**src/rtl/enc_pkg.sv**
```systemverilog
// ---------------------------------------------------------------------------
// enc_pkg
// Shared definitions for the 8-bit encryption round sequencer.
//   DATA_W / HALF_W : block width and Feistel half width
//   enc_state_e     : sequencer states
//   rotl8 / rotr8   : byte rotations used by the key schedule
// ---------------------------------------------------------------------------
package enc_pkg;

    localparam int DATA_W = 8;
    localparam int HALF_W = 4;

    typedef enum logic [1:0] {
        IDLE = 2'd0,
        RUN  = 2'd1,
        DONE = 2'd2
    } enc_state_e;

    function automatic logic [DATA_W-1:0] rotl8(input logic [DATA_W-1:0] x,
                                                input logic [2:0]        n);
        logic [DATA_W-1:0] r;
        for (int i = 0; i < DATA_W; i++) begin
            r[i] = x[3'(i - int'(n))];
        end
        return r;
    endfunction

    function automatic logic [DATA_W-1:0] rotr8(input logic [DATA_W-1:0] x,
                                                input logic [2:0]        n);
        logic [DATA_W-1:0] r;
        for (int i = 0; i < DATA_W; i++) begin
            r[i] = x[3'(i + int'(n))];
        end
        return r;
    endfunction

endpackage

```
**src/rtl/enc_round.sv**
```systemverilog
// ---------------------------------------------------------------------------
// enc_round
// One combinational Feistel round: expansion, key XOR, carry-select add,
// then the half update (swapped for inner rounds, unswapped for the last).
//   state_i : current block {H, L}
//   key_i   : round key
//   last_i  : high for the final round (no swap)
//   state_o : block after this round
// ---------------------------------------------------------------------------
module enc_round
    import enc_pkg::*;
(
    input  logic [DATA_W-1:0] state_i,
    input  logic [DATA_W-1:0] key_i,
    input  logic              last_i,
    output logic [DATA_W-1:0] state_o
);

    logic [HALF_W-1:0] l_half;
    logic [HALF_W-1:0] h_half;
    logic [DATA_W-1:0] exp_val;
    logic [DATA_W-1:0] x_val;
    logic [HALF_W-1:0] f_val;
    logic [HALF_W-1:0] h_mix;

    assign l_half  = state_i[HALF_W-1:0];
    assign h_half  = state_i[DATA_W-1:HALF_W];
    assign exp_val = {l_half[3], l_half[0], l_half[1], l_half[2],
                      l_half[1], l_half[3], l_half[2], l_half[0]};
    assign x_val   = exp_val ^ key_i;
    // Key bit 0 selects the carry-in: clear bit adds one.
    assign f_val   = x_val[7:4] + x_val[3:0] + {3'b000, ~key_i[0]};
    assign h_mix   = h_half ^ f_val;
    assign state_o = last_i ? {h_mix, l_half} : {l_half, h_mix};

endmodule

```
**src/rtl/enc_round_ctrl.sv**
```systemverilog
// ---------------------------------------------------------------------------
// enc_round_ctrl
// Multi-round Feistel sequencer around a single shared enc_round datapath.
// Accepts byte + key + mode, runs ROUNDS rounds with an on-the-fly key
// schedule, and presents the result on an output handshake.
//   clk_i, rst_ni           : clock, async active-low reset
//   abort_i                 : synchronous flush to IDLE
//   in_valid_i / in_ready_o : input handshake (ready only in IDLE)
//   data_in_i, key_in_i     : block and user key
//   decrypt_i               : 0 encrypt, 1 decrypt
//   out_valid_o/out_ready_i : output handshake (valid only in DONE)
//   data_out_o              : result, held until the next result
//   busy_o                  : high while rounds run
//   round_idx_o             : round applied at the next edge, 0 outside RUN
//
// state | meaning
// IDLE  | waiting for a block, in_ready high
// RUN   | one round per edge, round_idx counts 0..ROUNDS-1
// DONE  | result presented, waiting for out_ready
// ---------------------------------------------------------------------------
module enc_round_ctrl
    import enc_pkg::*;
#(
    parameter int ROUNDS = 4
) (
    input  logic              clk_i,
    input  logic              rst_ni,
    input  logic              abort_i,
    input  logic              in_valid_i,
    output logic              in_ready_o,
    input  logic [DATA_W-1:0] data_in_i,
    input  logic [DATA_W-1:0] key_in_i,
    input  logic              decrypt_i,
    output logic              out_valid_o,
    input  logic              out_ready_i,
    output logic [DATA_W-1:0] data_out_o,
    output logic              busy_o,
    output logic [3:0]        round_idx_o
);

    localparam logic [3:0] LAST_RND = 4'(ROUNDS - 1);
    // Decrypt starts from the last encrypt key and walks backwards.
    localparam logic [2:0] DEC_ROT  = 3'((ROUNDS - 1) % 8);

    enc_state_e        state_q, state_d;
    logic [DATA_W-1:0] blk_q,   blk_d;
    logic [DATA_W-1:0] key_q,   key_d;
    logic              dec_q,   dec_d;
    logic [3:0]        rnd_q,   rnd_d;
    logic [DATA_W-1:0] dout_q,  dout_d;
    logic [DATA_W-1:0] blk_nxt;
    logic              last_rnd;

    assign last_rnd = (rnd_q == LAST_RND);

    enc_round u_round (
        .state_i (blk_q),
        .key_i   (key_q),
        .last_i  (last_rnd),
        .state_o (blk_nxt)
    );

    always_comb begin
        state_d = state_q;
        blk_d   = blk_q;
        key_d   = key_q;
        dec_d   = dec_q;
        rnd_d   = rnd_q;
        dout_d  = dout_q;
        if (abort_i) begin
            state_d = IDLE;
            rnd_d   = '0;
        end else begin
            case (state_q)
                IDLE: begin
                    if (in_valid_i) begin
                        state_d = RUN;
                        blk_d   = data_in_i;
                        key_d   = decrypt_i ? rotl8(key_in_i, DEC_ROT) : key_in_i;
                        dec_d   = decrypt_i;
                        rnd_d   = '0;
                    end
                end
                RUN: begin
                    blk_d = blk_nxt;
                    key_d = dec_q ? rotr8(key_q, 3'd1) : rotl8(key_q, 3'd1);
                    if (last_rnd) begin
                        state_d = DONE;
                        dout_d  = blk_nxt;
                        rnd_d   = '0;
                    end else begin
                        rnd_d = rnd_q + 4'd1;
                    end
                end
                DONE: begin
                    if (out_ready_i) begin
                        state_d = IDLE;
                    end
                end
                default: begin
                    state_d = IDLE;
                    rnd_d   = '0;
                end
            endcase
        end
    end

    always_ff @(posedge clk_i or negedge rst_ni) begin
        if (!rst_ni) begin
            state_q <= IDLE;
            blk_q   <= '0;
            key_q   <= '0;
            dec_q   <= 1'b0;
            rnd_q   <= '0;
            dout_q  <= '0;
        end else begin
            state_q <= state_d;
            blk_q   <= blk_d;
            key_q   <= key_d;
            dec_q   <= dec_d;
            rnd_q   <= rnd_d;
            dout_q  <= dout_d;
        end
    end

    assign in_ready_o  = (state_q == IDLE);
    assign busy_o      = (state_q == RUN);
    assign out_valid_o = (state_q == DONE);
    assign round_idx_o = (state_q == RUN) ? rnd_q : 4'd0;
    assign data_out_o  = dout_q;

endmodule

```
**config.mk**
```make
export PLATFORM = sky130hd
export DESIGN_NAME = enc_round_ctrl
export DESIGN_NICKNAME = d
export VERILOG_FILES = /design/src/rtl/enc_pkg.sv /design/src/rtl/enc_round.sv /design/src/rtl/enc_round_ctrl.sv
export SDC_FILE = /design/constraint.sdc
export NUM_CORES = 1
export LEC_CHECK = 0
export ABC_AREA = 0
export BUFFER_PORTS_ARGS = -buffer_cell sky130_fd_sc_hd__buf_2
export CELL_PAD_IN_SITES_DETAIL_PLACEMENT = 1
export CELL_PAD_IN_SITES_GLOBAL_PLACEMENT = 1
export CORE_MARGIN = 4
export CORE_UTILIZATION = 33
export CTS_CLUSTER_DIAMETER = 50
export DETAILED_ROUTE_END_ITERATION = 7
export PLACE_DENSITY_LB_ADDON = 0.1
export SLEW_MARGIN = 5
export SYNTH_ARGS = -nofsm -noshare
export SYNTH_HDL_FRONTEND = slang
export SYNTH_SLANG_ARGS = --single-unit
```
**constraint.sdc**
```tcl
create_clock -name clk_i -period 3 [get_ports clk_i]
set_input_delay 0.6 -clock clk_i [delete_from_list [all_inputs] [get_ports clk_i]]
set_output_delay 0.6 -clock clk_i [all_outputs]
set_load 0.02 [all_outputs]
```
; After elaboration in Yosys (flattened, before gate mapping)
; Index checks and enable logic that the tools add are counted.
[classes]
add_sub_neg = 3
eq_ne = 8
n_mux = 17
bitwise = 4
n_reduce_logical = 7
[op_table]
columns = operator, n
row1 = $mux 8, 5
row2 = $pmux 8 s2, 2
row3 = $mux 4, 4
row4 = $pmux 4 s3, 1
row5 = $reduce_and 3->1, 4
row6 = $mux 2, 4
row7 = $xor 8x8->8, 1
row8 = $ne 3x2->1 const B, 2
row9 = $pmux 2 s3, 1
row10 = $add 4x1->4, 1
row11 = $add 4x1->4 const B, 1
row12 = $add 4x4->4, 1
row13 = $eq 4x2->1 const B, 1
row14 = $ne 2x2->1 const B, 2
row15 = $xor 4x4->4, 1
row16 = $ne 3x3->1 const B, 1
row17 = $eq 2x1->1 const B, 1
row18 = $eq 2x2->1 const B, 1
row19 = $logic_not 2->1, 1
row20 = $not 1->1, 2
row21 = $reduce_and 2->1, 1
row22 = $reduce_bool 2->1, 1
[word_totals]
ff_bits = 31
inputBits = 22
out_inout_bits = 15

; Logic depth before layout (Yosys ltp)
; Gate-level depths: netlist (run 1).
[logic_depth]
word_depth = 6
depth_mapped = 8
depth_no_buf = 8

; Modules after synthesis
; A second synthesis (run 1) with hierarchy kept.
[hier_totals]
hier_cells = 166
area_unflattened_um2 = 1994.4
[modules_own_cells]
columns = mod, instances, cells_each, area_per_inst_um2, seq_area_each_um2
row1 = enc_round_ctrl, 1, 126, 1647.8, 775.7
row2 = enc_round, 1, 40, 346.6, 0.0

; Worst setup path before layout (run 1)
; No wires, ideal clock.
[synth_path]
path_kind = reg2reg
startpoint = register blk_q[2]
endpoint = register blk_q[5]
setup_time_ps = 141
arrival_ps = 1747
slack_ps = 1112
stages_incl_launch_ff = 9
path_buffers = 0
cell_sequence = dfrtp_1 -> xor2_1 -> nor2_1 -> a21oi_1 -> fa_1 -> xnor2_1 -> a211oi_1 -> a21oi_1 -> o21ai_0
[synth_via]
elab_chain_cells = 6
[synth_lines]
columns = element, line_no
row1 = start: declaration, enc_round_ctrl.sv:46  ; logic [DATA_W-1:0] blk_q, blk_d;
row2 = start signal: assignment, enc_round_ctrl.sv:118  ; blk_q <= blk_d;
row3 = $xor 8x8->8, enc_round.sv:30  ; assign x_val = exp_val ^ key_i;
row4 = $add 4x4->4, enc_round.sv:32  ; assign f_val = x_val[7:4] + x_val[3:0] + {3'b000, ~key_i[0]};
row5 = $add 4x1->4, enc_round.sv:32
row6 = $xor 4x4->4, enc_round.sv:33  ; assign h_mix = h_half ^ f_val;
row7 = $mux 8, enc_round.sv:34  ; assign state_o = last_i ? {h_mix, l_half} : {l_half, h_mix};
row8 = $pmux 8 s2, enc_round_ctrl.sv:74  ; case (state_q)
; No other way between the ends.
; A chain may end at the register's enable or synchronous reset.

; Final worst setup path (run 1)
[layout_path]
startpoint = register state_q[0]
endpoint = output round_idx_o[0]
[layout_via]
elab_chain_cells = 2
[layout_lines]
columns = element, line_no
row1 = start: declaration, enc_round_ctrl.sv:45  ; enc_state_e state_q, state_d;
row2 = start signal: assignment, enc_round_ctrl.sv:117  ; state_q <= state_d;
row3 = $eq 2x1->1, enc_round_ctrl.sv:129  ; assign round_idx_o = (state_q == RUN) ? rnd_q : 4'd0;
row4 = $mux 4, enc_round_ctrl.sv:129
row5 = end: declaration, enc_round_ctrl.sv:38  ; output logic [3:0] round_idx_o
; No other way between the ends.

==> results of run 1 <==
## registers in the layout, indices dropped and copies added, names as in the netlist
register,cells
key_q,8
state_q,2
dec_q,1
blk_q,8
rnd_q,4
data_out_o,8
## per-stage QoR
stage	instances	hold WS, ps	util	cell area [µm²]	power (W)
detailed placement	287	469	0.391	2000	0.00119
floorplan	185	304	-	1740	0.00100
finish	293	363	0.406	2070	0.00147
CTS	293	388	0.406	2070	0.00150
global placement	287	464	0.391	2000	0.00117
global route	293	426	0.406	2070	0.00159
## power groups by stage
stage | clock network [W] | registers (W) | logic (W)
floorplan | 0 | 0.000550 | 0.000455
global placement | 0 | 0.000575 | 0.000591
detailed placement | 0 | 0.000579 | 0.000611
CTS | 0.000311 | 0.000571 | 0.000614
global route | 0.000331 | 0.000582 | 0.000680
finish | 0.000298 | 0.000569 | 0.000607
## cell usage in the layout, fill, tap and decap left out, types with 5 or more instances in the layout
cell type / instances
buf_2: 36
dfrtp_1: 31
nand2_1: 26
o21ai_0: 21
nor2_1: 11
xnor2_1: 8
xor2_1: 7
a21oi_1: 6
mux2i_1: 6
a31oi_1: 6
nor3_1: 5
clkbuf_8: 5
## layer usage
| metal | up-vias | track usage |
|---|---|---|
| met4 | 0 | 0.0473 |
| li1 | 725 | - |
| met2 | 22 | 0.262 |
| met3 | 5 | 0.0404 |
| met5 | - | 0 |
| met1 | 739 | 0.207 |
## kinds of logic after synthesis
group                      synth area share
adders and majority gates            0.0330
buffers and inverters                0.0323
DFF                                   0.445
xor gates and xnor gates             0.0754
muxes                                0.0668
and+or+nand+nor                       0.187
AOI/OAI and AO/OA                     0.160
## worst max-delay path, cell delays in order, from the launching register on
cell	delay, ps
dfrtp_1	440
nand2b_1	120
clkinv_1	430
and2_1	350
buf_2	150
## worst max-delay path by stage
stage	slack, ps	startpoint	cells past startpoint	end
6_report	630	state_q[0]	4	round_idx_o[0]
5_1_grt	490	state_q[0]	4	round_idx_o[0]
4_1_cts	600	state_q[0]	4	round_idx_o[1]
3_5_place_dp	890	state_q[0]	4	round_idx_o[2]
3_3_place_gp	950	state_q[0]	4	round_idx_o[2]
2_1_floorplan	1110	blk_q[2]	8	blk_q[5]
## cell type report
cell class	count	area, µm²
clock buffers	6	72.6
fillers	643	3040
inverters	4	15.0
multi-input cells	142	911
flip-flops and latches	31	776
well taps	70	87.6
repair buffers	40	210
==> impl_metrics.ini, run 1 <==
[route]
highest-signal-layer = met4
vias = 1491
drt-met1-wl_mm = 2.18
final_antenna_net_count = 0
wire_per_inst_um = 15.8
wl_met2_mm = 2.23
drt_iter0_drc = 59
drcViolationCount = 0
avgViaCountPerCell = 5.09
wirelength_mm = 4.64
wl_met3_um = 175
dr.pass1.iters = 2

[synthesis]
syn-num-nets = 211
synth_edf_count = 0
yosys-top-cells-count = dfrtp_1 (31), nand2_1 (26), o21ai_0 (21)
synth_area_leader_cell = dfrtp_1
ys_warn_count = 0
yosysTopAreaCellShare = 0.445
syn_area_um2 = 1740
synthFlopType = dfrtp_1
ys_ff_latch = 31
synth-seq-area-share = 0.445
async_reset_ff_frac = 1.00
avgSynthCellArea_um2 = 9.42
netlist_instances = 185
synth_most_common_cell = dfrtp_1
synthTopCellsByArea = dfrtp_1 (45%), o21ai_0 (6.0%), nand2_1 (5.6%), xnor2_1 (4.0%), xor2_1 (3.5%)
ys_types = 39

[sta]
hold_violations = 0
fmax_mhz = 422
setup_viol = 0
min_period_ps = 2370
final.setup.worst_slack_ps = 628
finalClockSkew_ps = 7.18
tightest_slew_ps = 702
final.period_utilization = 0.791
relSlewSlack = 0.532
fin_tns_setup_ps = 0
report.final.slew_viol_count = 0
rsz0062_at_grt = no

[global_routing]
overflow = 0
grt_max_degree = 32
grt_pass1_vias = 1602
antenna_found_initial = 0
grt_pass1_wl_mm = 7.94
grt_usage = 0.160

[floorplanning]
core_area_um2 = 5110
die_h_um = 80.7
start_util = 0.341
pin_count = 37
rows = 26
die_w_um = 80.7
die_area_um2 = 6510

[setup_path]
reg2reg_depth = 8
cp.required_ps = 2400
rrSetupSlack_ps = 900
cp.arrival_ps = 1770
r2r-start = blk_q[2]
cp_max_fo = 19
r2r-end = blk_q[5]
critPathKind = register to output port
worstSetupEndpointType = output port
startpoint_type = register

[clock_network]
cts-root-buf = clkbuf_8
cts_buffers = 5
postCtsHoldBufs = 0
path_clk_slew_ps = 60
cts_sinks = 31
post-cts-setup-buffers = 0
worstSkewPairLatency_ps = 280
cts_tree = built
post_cts_resized = 0
cts_buffer_depth = 2
htree_num_levels = 2

[pwr]
power.leakage_nw = 1.00
powerDensity_nw_per_um2 = 712
peakVddDrop_mv = 0.272
power.switching_w = 0.000580
seqPwrFrac = 0.386
comb_power_share = 0.412
power_switching_share = 0.393
pwr-share-clk = 0.202
p_int_w = 0.000894

[worst_hold_path]
hold_path.class = primary input to asynchronous set/reset pin

[placement]
dp_hpwl_mm = 3.58
dp_slack_ps = 893
io_buffers = 36
gp_congestion = 0.791

[cells_and_area]
antenna_cells = 0
syn_to_final_growth_pct = 18.9
drive_gt1_frac = 0.229
nNetsFinal = 250

[run_status]
status = completed

[flow_run]
maxCapViolations = 0
No activity file was read; power rests on OpenSTA's default activity.
==> run 2, diff against run 1 <==
- clock period: 3 -> 2.21 ns (I/O delays scaled with it)
==> run 2 against run 1 <==
Global-route usage increased by 0.57 points; count of clock-buffer cells in the layout unchanged; clock skew increased by 1.0 ps; clock power increased by 53%; non-clock buffer count increased by 3; sequential cell count unchanged; setup slack got worse by 480 ps; sequential power increased by 34%; sequential share of layout area decreased by 0.87 points; combinational power increased by 42%; core utilization increased by 1.0 points; wire length increased by 4.4%; largest cell class unchanged.
==> impl_metrics.ini, run 2 (same netlist as run 1, synthesis figures left out) <==
[global_routing]
grt_max_degree = 32
grt_usage = 0.165
grt_pass1_vias = 1600
grt_pass1_wl_mm = 8.07
antenna_found_initial = 0
overflow = 0

[floorplanning]
core_area_um2 = 5110
start_util = 0.341
die_h_um = 80.7
die_w_um = 80.7
die_area_um2 = 6510
rows = 26
pin_count = 37

[sta]
relSlewSlack = 0.534
finalClockSkew_ps = 8.21
fmax_mhz = 485
setup_viol = 0
final.period_utilization = 0.933
hold_ws_ps = 204
min_period_ps = 2060
final.setup.worst_slack_ps = 148
rsz0062_at_grt = no
tightest_slew_ps = 700
hold_violations = 0
report.final.slew_viol_count = 0
fin_tns_setup_ps = 0

[route]
drt_iter0_drc = 54
drcViolationCount = 0
final_antenna_net_count = 0
wire_per_inst_um = 16.3
vias = 1522
dr.pass1.iters = 4
avgViaCountPerCell = 5.12
wirelength_mm = 4.84

[setup_path]
cp.required_ps = 1770
startpoint_type = register
worstSetupEndpointType = output port
cp_max_fo = 12
rrSetupSlack_ps = 190
r2r-start = blk_q[2]
r2r-end = blk_q[5]
cp.arrival_ps = 1620
reg2reg_depth = 8
critPathKind = register to output port

[clock_network]
cts_buffers = 5
htree_num_levels = 2
path_clk_slew_ps = 60
cts_sinks = 31
cts-root-buf = clkbuf_8
cts_buffer_depth = 2
worstSkewPairLatency_ps = 290
postCtsHoldBufs = 0
cts_tree = built

[placement]
io_buffers = 36
dp_hpwl_mm = 3.81
dp_slack_ps = 144
gp_congestion = 0.789

[cells_and_area]
drive_gt1_frac = 0.264
layout_commonest_cell = buf_2
syn_to_final_growth_pct = 21.9
final_cell_mix = buf_2 (36), dfrtp_1 (30), nand2_1 (26)
nNetsFinal = 253
utilization = 0.416
antenna_cells = 0

[pwr]
peakVddDrop_mv = 0.413
powerDensity_nw_per_um2 = 978
finalPower_w = 0.00208
power.leakage_nw = 1.02

[run_status]
status = completed

[flow_run]
maxCapViolations = 0

[worst_hold_path]
hold_path.class = primary input to asynchronous set/reset pin
==> run 2: worst max path at each step <==
stage / start / to / slack [ps] / cells past startpoint
floorplan: blk_q[2] / blk_q[5] / 320 / 8
global placement: blk_q[2] / blk_q[5] / 220 / 8
detailed placement: blk_q[2] / blk_q[5] / 140 / 8
CTS: blk_q[2] / blk_q[5] / 120 / 8
global route: state_q[1] / busy_o / 40 / 4
finish: state_q[1] / busy_o / 150 / 4
==> run 2: metal layers <==
metal,GRT usage,share of wire,wire length [µm]
met5,0,0,0
met4,0.0405,0.013,61
met3,0.0381,0.031,152
met2,0.283,0.50,2420
met1,0.210,0.46,2200
==> run 2: through the flow <==
step / area, µm² / instances
3_5_place_dp: 2020 / 290
5_1_grt: 2120 / 297
2_1_floorplan: 1740 / 185
6_report: 2120 / 297
4_1_cts: 2110 / 297
3_3_place_gp: 2020 / 290
==> run 2: power by group <==
part	internal, W	leakage, nW	total (W)	switching (W)
clock	0.000244	0.0470	0.000455	0.000211
combinational	0.000369	0.571	0.000863	0.000494
sequential	0.000656	0.406	0.000760	0.000103
total	0.00127	1.02	0.00208	0.000808
==> run 2: worst max-delay path: stages, from the launching register on <==
cell      delay (ps)
dfrtp_1          410
nand2b_2         260
clkinv_1         240
buf_4            250
buf_2            170
==> run 2: area by class of cell <==
class,count,area [µm²]
tap,70,87.6
fill,615,2980
multi-input combinational,142,925
inverter,4,15.0
clock buffer,6,82.6
clock inverter,1,5.00
timing repair buffer,43,233
sequential,31,777
==> run 2: what timing repair did <==
action / in CTS / in global routing
resized for setup: 1 / 3
setup endpoints to repair: 1 / 2
buffers inserted: 0 / 0
